==> src/rtl/lsu_arb_pkg.sv <==
// Shared types and constants for the load-store unit arbiter.
package lsu_arb_pkg;

    typedef enum logic [1:0] {
        IDLE     = 2'd0,
        LOCKED   = 2'd1,
        COOLDOWN = 2'd2
    } arb_state_e;

    typedef logic mst_idx_t;

    localparam int RO_ADDR_BIT_HI = 11;
    localparam int RO_ADDR_BIT_LO = 8;

    // Input-peripheral window: stores here are accepted but never performed.
    function automatic logic is_ro_addr(input logic [31:0] addr);
        return addr[RO_ADDR_BIT_HI] & addr[RO_ADDR_BIT_LO];
    endfunction

endpackage

==> src/rtl/lsu_arbiter_rr_arb2.sv <==
// Two-input round-robin picker producing a one-hot grant.
// Latency: purely combinational, zero cycles.
// Backpressure: none; a losing requester simply sees no grant this cycle.
module rr_arb2
    import lsu_arb_pkg::*;
(
    input  logic [1:0] req_i,
    input  mst_idx_t   last_grant_i,
    input  logic       force_m0_i,
    output logic [1:0] gnt_o
);

    always_comb begin
        gnt_o = req_i;
        if (req_i == 2'b11) begin
            gnt_o = (force_m0_i || last_grant_i == 1'b1) ? 2'b01 : 2'b10;
        end
    end

endmodule

==> src/rtl/lsu_arbiter.sv <==
// Shares the load-store unit between core (m0) and debug loader (m1) with lockable bursts.
// Latency: grant in the request cycle; rvalid/rdata/err registered one cycle later.
// Backpressure: no queueing; a requester holds req and payload until it sees gnt.
module lsu_arbiter
    import lsu_arb_pkg::*;
#(
    parameter int unsigned MAX_LOCK = 16
) (
    input  logic        clk_i,
    input  logic        rst_ni,
    input  logic        m0_req_i,
    input  logic        m0_we_i,
    input  logic [3:0]  m0_be_i,
    input  logic [31:0] m0_addr_i,
    input  logic [31:0] m0_wdata_i,
    output logic        m0_gnt_o,
    output logic        m0_rvalid_o,
    output logic [31:0] m0_rdata_o,
    output logic        m0_err_o,
    input  logic        m1_req_i,
    input  logic        m1_we_i,
    input  logic [3:0]  m1_be_i,
    input  logic [31:0] m1_addr_i,
    input  logic [31:0] m1_wdata_i,
    output logic        m1_gnt_o,
    output logic        m1_rvalid_o,
    output logic [31:0] m1_rdata_o,
    output logic        m1_err_o,
    input  logic        m1_lock_i,
    output logic        sten_o,
    output logic [3:0]  byte_num_o,
    output logic [31:0] addr_o,
    output logic [31:0] st_data_o,
    input  logic [31:0] ld_data_i
);

    localparam logic [7:0] MAX_LOCK_C = 8'(MAX_LOCK);

    arb_state_e  state_q, state_d;
    mst_idx_t    last_grant_q, last_grant_d;
    logic [7:0]  lock_cnt_q, lock_cnt_d;
    logic [1:0]  rvalid_q, rvalid_d;
    logic [1:0]  err_q, err_d;
    logic [31:0] m0_rdata_q, m0_rdata_d;
    logic [31:0] m1_rdata_q, m1_rdata_d;

    logic [1:0]  req;
    logic [1:0]  gnt;
    logic        sel_we;
    logic        ro_hit;

    // Core is masked out for the whole lock; COOLDOWN hands it first pick.
    assign req = {m1_req_i, m0_req_i & (state_q != LOCKED)};

    rr_arb2 u_rr_arb2 (
        .req_i        (req),
        .last_grant_i (last_grant_q),
        .force_m0_i   (state_q == COOLDOWN),
        .gnt_o        (gnt)
    );

    always_comb begin
        sel_we     = 1'b0;
        byte_num_o = '0;
        addr_o     = '0;
        st_data_o  = '0;
        if (gnt[0]) begin
            sel_we     = m0_we_i;
            byte_num_o = m0_be_i;
            addr_o     = m0_addr_i;
            st_data_o  = m0_wdata_i;
        end else if (gnt[1]) begin
            sel_we     = m1_we_i;
            byte_num_o = m1_be_i;
            addr_o     = m1_addr_i;
            st_data_o  = m1_wdata_i;
        end
    end

    assign ro_hit = is_ro_addr(addr_o);
    assign sten_o = sel_we & ~ro_hit;

    always_comb begin
        state_d      = state_q;
        lock_cnt_d   = lock_cnt_q;
        last_grant_d = last_grant_q;
        if (gnt[0]) begin
            last_grant_d = 1'b0;
        end else if (gnt[1]) begin
            last_grant_d = 1'b1;
        end

        case (state_q)
            IDLE: begin
                if (gnt[1] && m1_lock_i) begin
                    state_d    = LOCKED;
                    lock_cnt_d = 8'd1;
                end
            end
            LOCKED: begin
                // Release beats expiry when both land in the same cycle.
                if (!m1_lock_i) begin
                    state_d    = IDLE;
                    lock_cnt_d = '0;
                end else if (lock_cnt_q == MAX_LOCK_C) begin
                    state_d    = COOLDOWN;
                    lock_cnt_d = '0;
                end else if (lock_cnt_q != 8'hFF) begin
                    lock_cnt_d = lock_cnt_q + 8'd1;
                end
            end
            default: state_d = IDLE;
        endcase

        rvalid_d   = gnt;
        err_d      = gnt & {2{sel_we & ro_hit}};
        m0_rdata_d = m0_rdata_q;
        m1_rdata_d = m1_rdata_q;
        if (gnt[0]) m0_rdata_d = sel_we ? 32'd0 : ld_data_i;
        if (gnt[1]) m1_rdata_d = sel_we ? 32'd0 : ld_data_i;
    end

    always_ff @(posedge clk_i or negedge rst_ni) begin
        if (!rst_ni) begin
            state_q      <= IDLE;
            last_grant_q <= 1'b1;
            lock_cnt_q   <= '0;
            rvalid_q     <= '0;
            err_q        <= '0;
            m0_rdata_q   <= '0;
            m1_rdata_q   <= '0;
        end else begin
            state_q      <= state_d;
            last_grant_q <= last_grant_d;
            lock_cnt_q   <= lock_cnt_d;
            rvalid_q     <= rvalid_d;
            err_q        <= err_d;
            m0_rdata_q   <= m0_rdata_d;
            m1_rdata_q   <= m1_rdata_d;
        end
    end

    assign m0_gnt_o    = gnt[0];
    assign m1_gnt_o    = gnt[1];
    assign m0_rvalid_o = rvalid_q[0];
    assign m1_rvalid_o = rvalid_q[1];
    assign m0_err_o    = err_q[0];
    assign m1_err_o    = err_q[1];
    assign m0_rdata_o  = m0_rdata_q;
    assign m1_rdata_o  = m1_rdata_q;

endmodule

==> config.mk <==
export PLATFORM = sky130hd
export DESIGN_NAME = lsu_arbiter
export DESIGN_NICKNAME = d
export VERILOG_FILES = /design/src/rtl/lsu_arb_pkg.sv /design/src/rtl/lsu_arbiter_rr_arb2.sv /design/src/rtl/lsu_arbiter.sv
export SDC_FILE = /design/constraint.sdc
export NUM_CORES = 1
export LEC_CHECK = 0
export CAP_MARGIN = 20
export CORE_MARGIN = 1
export CORE_UTILIZATION = 30
export DETAILED_ROUTE_END_ITERATION = 12
export PLACE_DENSITY_LB_ADDON = 0.3
export REMOVE_ABC_BUFFERS = 1
export SETUP_SLACK_MARGIN = 0.02
export SKIP_CTS_REPAIR_TIMING = 1
export SYNTH_ARGS = -nofsm -noshare
export SYNTH_HDL_FRONTEND = slang
export SYNTH_SLANG_ARGS = --single-unit
==> constraint.sdc <==
create_clock -name clk_i -period 2.15 [get_ports clk_i]
set_clock_uncertainty 0.05 [all_clocks]
set_input_delay 0.43 -clock clk_i [delete_from_list [all_inputs] [get_ports clk_i]]
set_output_delay 0.43 -clock clk_i [all_outputs]
set_load 0.005 [all_outputs]
==> results by group, run 1 <==
Power and ir drop
  • NetSw: 1850 uW
  • Cell Pwr Density: 684 nW/um^2
  • Power share of the clock group: 0.296
  • Maximum vdd drop: 0.000475 V
  • Pint: 4220 uW
  • Leakage: 0.00384 uW
  • Comb power frac: 0.400
  • Reg power frac: 0.304
  • Final Power: around 6000 uW
  • Net Sw Frac: 0.305

Global routing
  • Number of global-route vias before repair: 5,252
  • Pin count of the biggest net entering global routing: 61
  • Initial antenna violation count: 0
  • First-pass GRT wire length: 29,800 microns
  • Grt ovf: 0
  • Global Route Usage Sum: 0.234

Synth
  • Ys flop type: dfrtp_1
  • Count of cell types in the netlist: 44
  • Sequential area share after synthesis: 0.419
  • Async SR Flop Fraction: 1.00
  • Simple-gate portion of the synthesized area: 0.201
  • Yosys warning count: 0
  • Syn avg cell area: 8.16 sq um
  • Number of flops mapped to enable cells by yosys: 0
  • Post-synthesis compound-gate area fraction: 0.306
  • Top-count cell post-synth: o21ai_0
  • Post-synthesis register bit count: 79
  • Post-synthesis adder-cell area fraction: 0.00530
  • Synth top cells by count: o21ai_0, nand2_1, dfrtp_1
  • Post-synth top area share: 0.413
  • Largest family of logic cells by synthesized area: compound AO/OA/AOI/OAI gates
  • Dominant cell type by area after synthesis: dfrtp_1
  • Top post-synthesis cells by area: dfrtp_1, o21ai_0, nand2_1
  • Synth Cell Area: 4720 sq um
  • Proportion of synthesized area in mux cells: 0.00450
  • Mapped Cells: about 580
  • XOR/XNOR share of the synthesized area: 0

Route
  • Via count: about 5,700
  • Post-route DRC: 0
  • Post-route ant nets: 0
  • Pre-antenna DRT Iters: 5
  • Via density: 5.07
  • WL/cell: 18.1 microns
  • Drt total wl: 20,400 microns
  • DRT iter0 DRCs: ~340

CTS
  • Clock sink total: 79
  • H-tree depth: 3
  • Worst-path clk slew: approximately 0.060 ns
  • CTS tree: yes
  • Clock tree buffer depth: 2
  • Clk_lat worst skew: roughly 0.33 ns
  • CTS Buf Count: 9
  • Root Driver: clkbuf_16

Die
  • I/O pins: 314
  • Initial Util: 0.310
  • Die area: around 16,000 sq um
  • Die height: around 130 microns
  • # rows: 45
  • Die width: 127 microns
  • Core ar.: 15,300 sq um

Hold path
  • Worst min-delay path class: in2async

Critical path
  • Endpoint type of the worst setup path: primary output
  • Worst-path fanout max: 6
  • CP endpoint: addr_o[7]
  • CP arrival: 1.87 ns
  • CP startpoint kind: flop
  • Reg2Reg Launch Point: state_q[1]
  • R2R cell count: 7
  • Reg2Reg Capture Point: m1_rdata_o[31]
  • Kind of critical path: reg2out
  • CP startpoint: state_q[1]
  • Required @ worst endpoint: 1.67 ns
  • Reg-to-reg setup timing slack: between 0.2 and 0.3 ns

STA
  • Final period util: 1.09
  • Worst slew margin: 0.599
  • Count of final max-slew check failures: 0
  • Final setup fails: between 60 and 70
  • Minimum clock period: 2.35 ns
  • Worst setup margin: -0.201 ns
  • Fmax: approximately 430 MHz
  • RSZ-0062 raised after global routing: true
  • Least-Margin Pin Slew: 0.601 ns
  • Final Hold Vio Count: 0

Final layout
  • Area grow syn2layout: 87.8%
  • Layout cell share with drive strength beyond 1: 0.222
  • Non-Filler Instances: roughly 1,100
  • Antenna cells: 0
  • Final nets: 1,085

Run status
  • Outcome: finished with violations
  • Failing checks: negative setup slack

Run
  • Max-Cap Viols: 0

Placement
  • PortBufs: 313
  • GPL Wtd Cong: 0.809
  • Post-detail-place hpwl: 14,300 microns
  • Placed Instances: 1,093
## cell usage in the layout (no fill, tap or decap), drive strengths merged, types with 2 or more instances in the layout
master,count
clkinv,2
nand3,73
and3,5
nor2b,3
nor2,3
clkbuf,26
a211o,4
nand2b,2
nor4,3
nor3,3
a31o,2
nand2,105
buf,114
nor3b,3
dlymetal6s2s,10
or3,2
o21ai,138
ha,2
clkdlybuf4s50,239
dfrtp,78
a21o,3
a21oi,6
bufinv,3
o2bb2ai,32
nand4,2
inv,7
o211ai,33
## how the worst min path moves through the flow
| stage | from | to | slack (ns) | cells after the start |
|---|---|---|---|---|
| 6_report | rst_ni | m0_rdata_o[11] | 0.01 | 1 |
| 5_1_grt | rst_ni | m0_rdata_o[11] | 0.05 | 1 |
| 4_1_cts | rst_ni | m1_rdata_o[11] | 0.03 | 1 |
| 3_5_place_dp | rst_ni | m0_rdata_o[11] | 0.40 | 1 |
| 3_3_place_gp | rst_ni | m1_rdata_o[11] | 0.39 | 1 |
| 2_1_floorplan | rst_ni | err_q[0] | 0.08 | 0 |
## per-layer routing
| metal | GRT usage | routed length [microns] | share of wire |
|---|---|---|---|
| met5 | 0 | 0 | 0 |
| met4 | 0.0574 | 357 | 0.018 |
| met3 | 0.0544 | 1340 | 0.066 |
| met2 | 0.376 | 9950 | 0.49 |
| met1 | 0.319 | 8740 | 0.43 |
## power by group through the flow
stage / Sequential (uW) / Clock (uW) / Combinational (uW)
2_1_floorplan: 1870 / 0 / 665
3_5_place_dp: 1870 / 0 / 2300
3_3_place_gp: 1860 / 0 / 2290
6_report: 1850 / 1800 / 2420
4_1_cts: 1840 / 1830 / 2320
5_1_grt: 1880 / 1890 / 2610
## flip-flops by register name (all words and copies together), names as in the netlist
register      flops
err_q             2
last_grant_q      1
rvalid_q          2
m1_rdata_o       32
lock_cnt_q        8
state_q           2
m0_rdata_o       32
## critical path: stages (launching register included)
cell	delay (ns)
dfrtp_1	0.39
nand2b_4	0.18
a21o_4	0.27
buf_8	0.15
clkbuf_16	0.16
buf_4	0.14
nand3_1	0.07
o21ai_1	0.06
buf_2	0.12
## per-stage QoR
stage	util	instance area, sq um	setup TNS [ns]	hold WS, ns	setup slack [ns]
after global routing	0.581	8870	-14.52	0.0541	-0.280
after global placement	0.549	8370	-16.16	0.393	-0.571
after CTS	0.572	8730	-43.55	0.0275	-0.794
final	0.581	8870	-8.78	0.0134	-0.201
after detailed placement	0.549	8370	-17.68	0.396	-0.586
after floorplan	-	4440	-117.94	0.0844	-1.29
## final cells by class
| type | instances | area, sq um |
|---|---|---|
| Clock buffer | 10 | 239 |
| Inverter | 6 | 30.0 |
| Multi-Input combinational cell | 433 | 2660 |
| Tap cell | 211 | 264 |
| Timing Repair Buffer | 379 | 3590 |
| Clock inverter | 6 | 116 |
| Fill cell | 1363 | 6390 |
| Sequential cell | 79 | 1980 |
## cells by family after synthesis
| group | count (synthesis) |
|---|---|
| AOI/OAI and AO/OA | 222 |
| and+or+nand+nor | 207 |
| DFF | 79 |
| buffers and inverters | 67 |
| muxes | 2 |
| adders and majority gates | 2 |
No activity file was read; power rests on OpenSTA's default activity.
==> run 2, diff against run 1 <==
SKIP_CTS_REPAIR_TIMING = not set   (was 1)
SLEW_MARGIN = 20   (was not set)
clock period = 2 ns   (was 2.15 ns; I/O delays follow)
==> results by group, run 2 (synthesized netlist as in run 1, its figures left out) <==
Route
  • Via density: approximately 5.2
  • WL/cell: between 15 and 20 microns
  • DRT iter0 DRCs: 354
  • Post-route DRC: 0
  • Via count: 5,977
  • Drt total wl: between 20,000 and 25,000 microns
  • Pre-antenna DRT Iters: 7
  • Post-route ant nets: 0

Global routing
  • Number of global-route vias before repair: 5,733
  • Initial antenna violation count: 0
  • Pin count of the biggest net entering global routing: 68
  • Global Route Usage Sum: 0.255
  • Grt ovf: 0
  • First-pass GRT wire length: 32,300 microns

Power and ir drop
  • Leakage: 0.00396 uW
  • Cell Pwr Density: 717 nW/um^2
  • Net Sw Frac: 0.319
  • NetSw: 2150 uW
  • Reg power frac: 0.296
  • Power share of the clock group: 0.252
  • Comb power frac: 0.453
  • Pint: 4590 uW
  • Maximum vdd drop: 0.000611 V

Run status
  • Outcome: finished with violations
  • Failing checks: negative setup slack

Critical path
  • CP arrival: 1.94 ns
  • Required @ worst endpoint: around 1.6 ns
  • Endpoint type of the worst setup path: primary output
  • CP startpoint kind: flop
  • Worst-path fanout max: 4
  • Kind of critical path: reg2out

STA
  • Worst setup margin: -0.393 ns
  • Worst slew margin: 0.595
  • Final Hold Vio Count: 0
  • Minimum clock period: 2.39 ns
  • Final period util: 1.20
  • Least-Margin Pin Slew: 0.607 ns
  • RSZ-0062 raised after global routing: true
  • Final TNS setup: -17.60 ns
  • Final setup fails: 70
  • Fmax: 418 MHz
  • Count of final max-slew check failures: 0

Placement
  • GPL Wtd Cong: roughly 0.8
  • Placed Instances: between 1,000 and 1,500
  • Post-detail-place hpwl: 14,500 microns
  • Post-place setup slack: -0.611 ns
  • PortBufs: 313

Die
  • I/O pins: 314
  • Initial Util: 0.310
  • Die area: 16,300 sq um
  • Die height: 127 microns
  • Die width: 127 microns
  • Core ar.: between 15,000 and 20,000 sq um
  • # rows: 45

Final layout
  • Area grow syn2layout: 98.9%
  • Most common cell after layout, fill and taps aside: clkdlybuf4s50_1
  • Antenna cells: 0
  • Finished Core Util: 0.616
  • Layout cell share with drive strength beyond 1: 0.279
  • Final nets: between 1,000 and 1,500
  • Commonest cells after routing, fill and taps aside: clkdlybuf4s50_1, nand2_1, dfrtp_1
  • Layout fillers: 1,295
  • Multi-input logic area: 2880 sq um
  • FF+latch area: 1980 sq um
  • Non-Filler Instances: 1,147

CTS
  • CTS Buf Count: 9
  • Clk_lat worst skew: 0.33 ns
  • CTS tree: yes
  • Clock tree buffer depth: 2
  • Worst-path clk slew: about 0.06 ns
  • H-tree depth: 3
  • Clock sink total: 79
  • Root Driver: clkbuf_16

Hold path
  • Worst min-delay path class: in2async

Run
  • Max-Cap Viols: 0
-- run 2: cell types whose count changed in the layout (fill, tap and decap cells not counted), sizes merged --
cell,previous run,this run
clkdlybuf4s15,0,1
buf,114,150
dlygate4sd2,0,3
inv,7,6
bufinv,3,1
dlygate4sd3,0,1
clkinvlp,0,2
clkinv,2,1
dlymetal6s2s,10,0
clkbuf,26,20
-- run 2: worst paths after layout --
kind | to | slack, ns | from | depth (start not counted)
setup / recovery | sten_o | -0.39 | last_grant_q | 7
hold reg to reg | m1_rdata_o[16] | 0.44 | m1_rdata_o[16] | 1
setup reg to reg | m1_rdata_o[7] | 0.06 | state_q[1] | 8
hold / removal | m1_rdata_o[14] | 0.41 | rst_ni | 2
max in group asynchronous | state_q[0] | 0.86 | rst_ni | 3
min in group clk_i | m1_rdata_o[16] | 0.44 | m1_rdata_o[16] | 1
-- run 2: per-layer routing --
metal / vias up / GRT usage / part of all wire
met5: - / 0 / 0
li1: 2804 / - / -
met2: 269 / 0.422 / 0.49
met3: 37 / 0.0490 / 0.063
met1: 2867 / 0.335 / 0.42
met4: 0 / 0.0805 / 0.024
-- run 2: worst max-delay path, stage by stage (launching register included) --
cell and delay (ns):
dfstp_2 0.53, nand2b_4 0.12, a21o_4 0.17, nand2_4 0.08, buf_6 0.13, a221oi_4 0.31, buf_4 0.18, buf_6 0.08
-- run 2: final cells by class --
class	count	area share
clock buffers	12	0.0273
clock inverters	4	0.00572
multi-input cells	433	0.306
well taps	211	0.0281
flip-flops and latches	79	0.211
inverters	6	0.00319
repair buffers	402	0.419
-- run 2: what timing repair did --
| item | in CTS | in global routing |
|---|---|---|
| pin swaps | 18 | 7 |
| hold buffers | 1 | 0 |
| endpoints found under the setup margin | 71 | 103 |
| buffers inserted | 13 | 12 |
| cloned | 5 | 7 |
| resized for setup | 349 | 85 |
| endpoints found under the hold margin | 12 | 0 |
-- run 2: power groups by stage --
stage               clock network, uW  registers [uW]  logic (uW)
CTS                              1710            1980        2710
finish                           1700            1990        3050
detailed placement                  0            2010        2510
global route                     1780            2020        3240
global placement                    0            2000        2490
floorplan                           0            2010         715
-- run 2: stage by stage --
stage	instance area [sq um]	hold WS, ns	power, uW
floorplan	4440	0.0544	2730
detailed placement	8390	0.211	4520
finish	9400	0.414	6740
CTS	8870	0.407	6410
global placement	8390	0.211	4500
global route	9400	0.418	7040
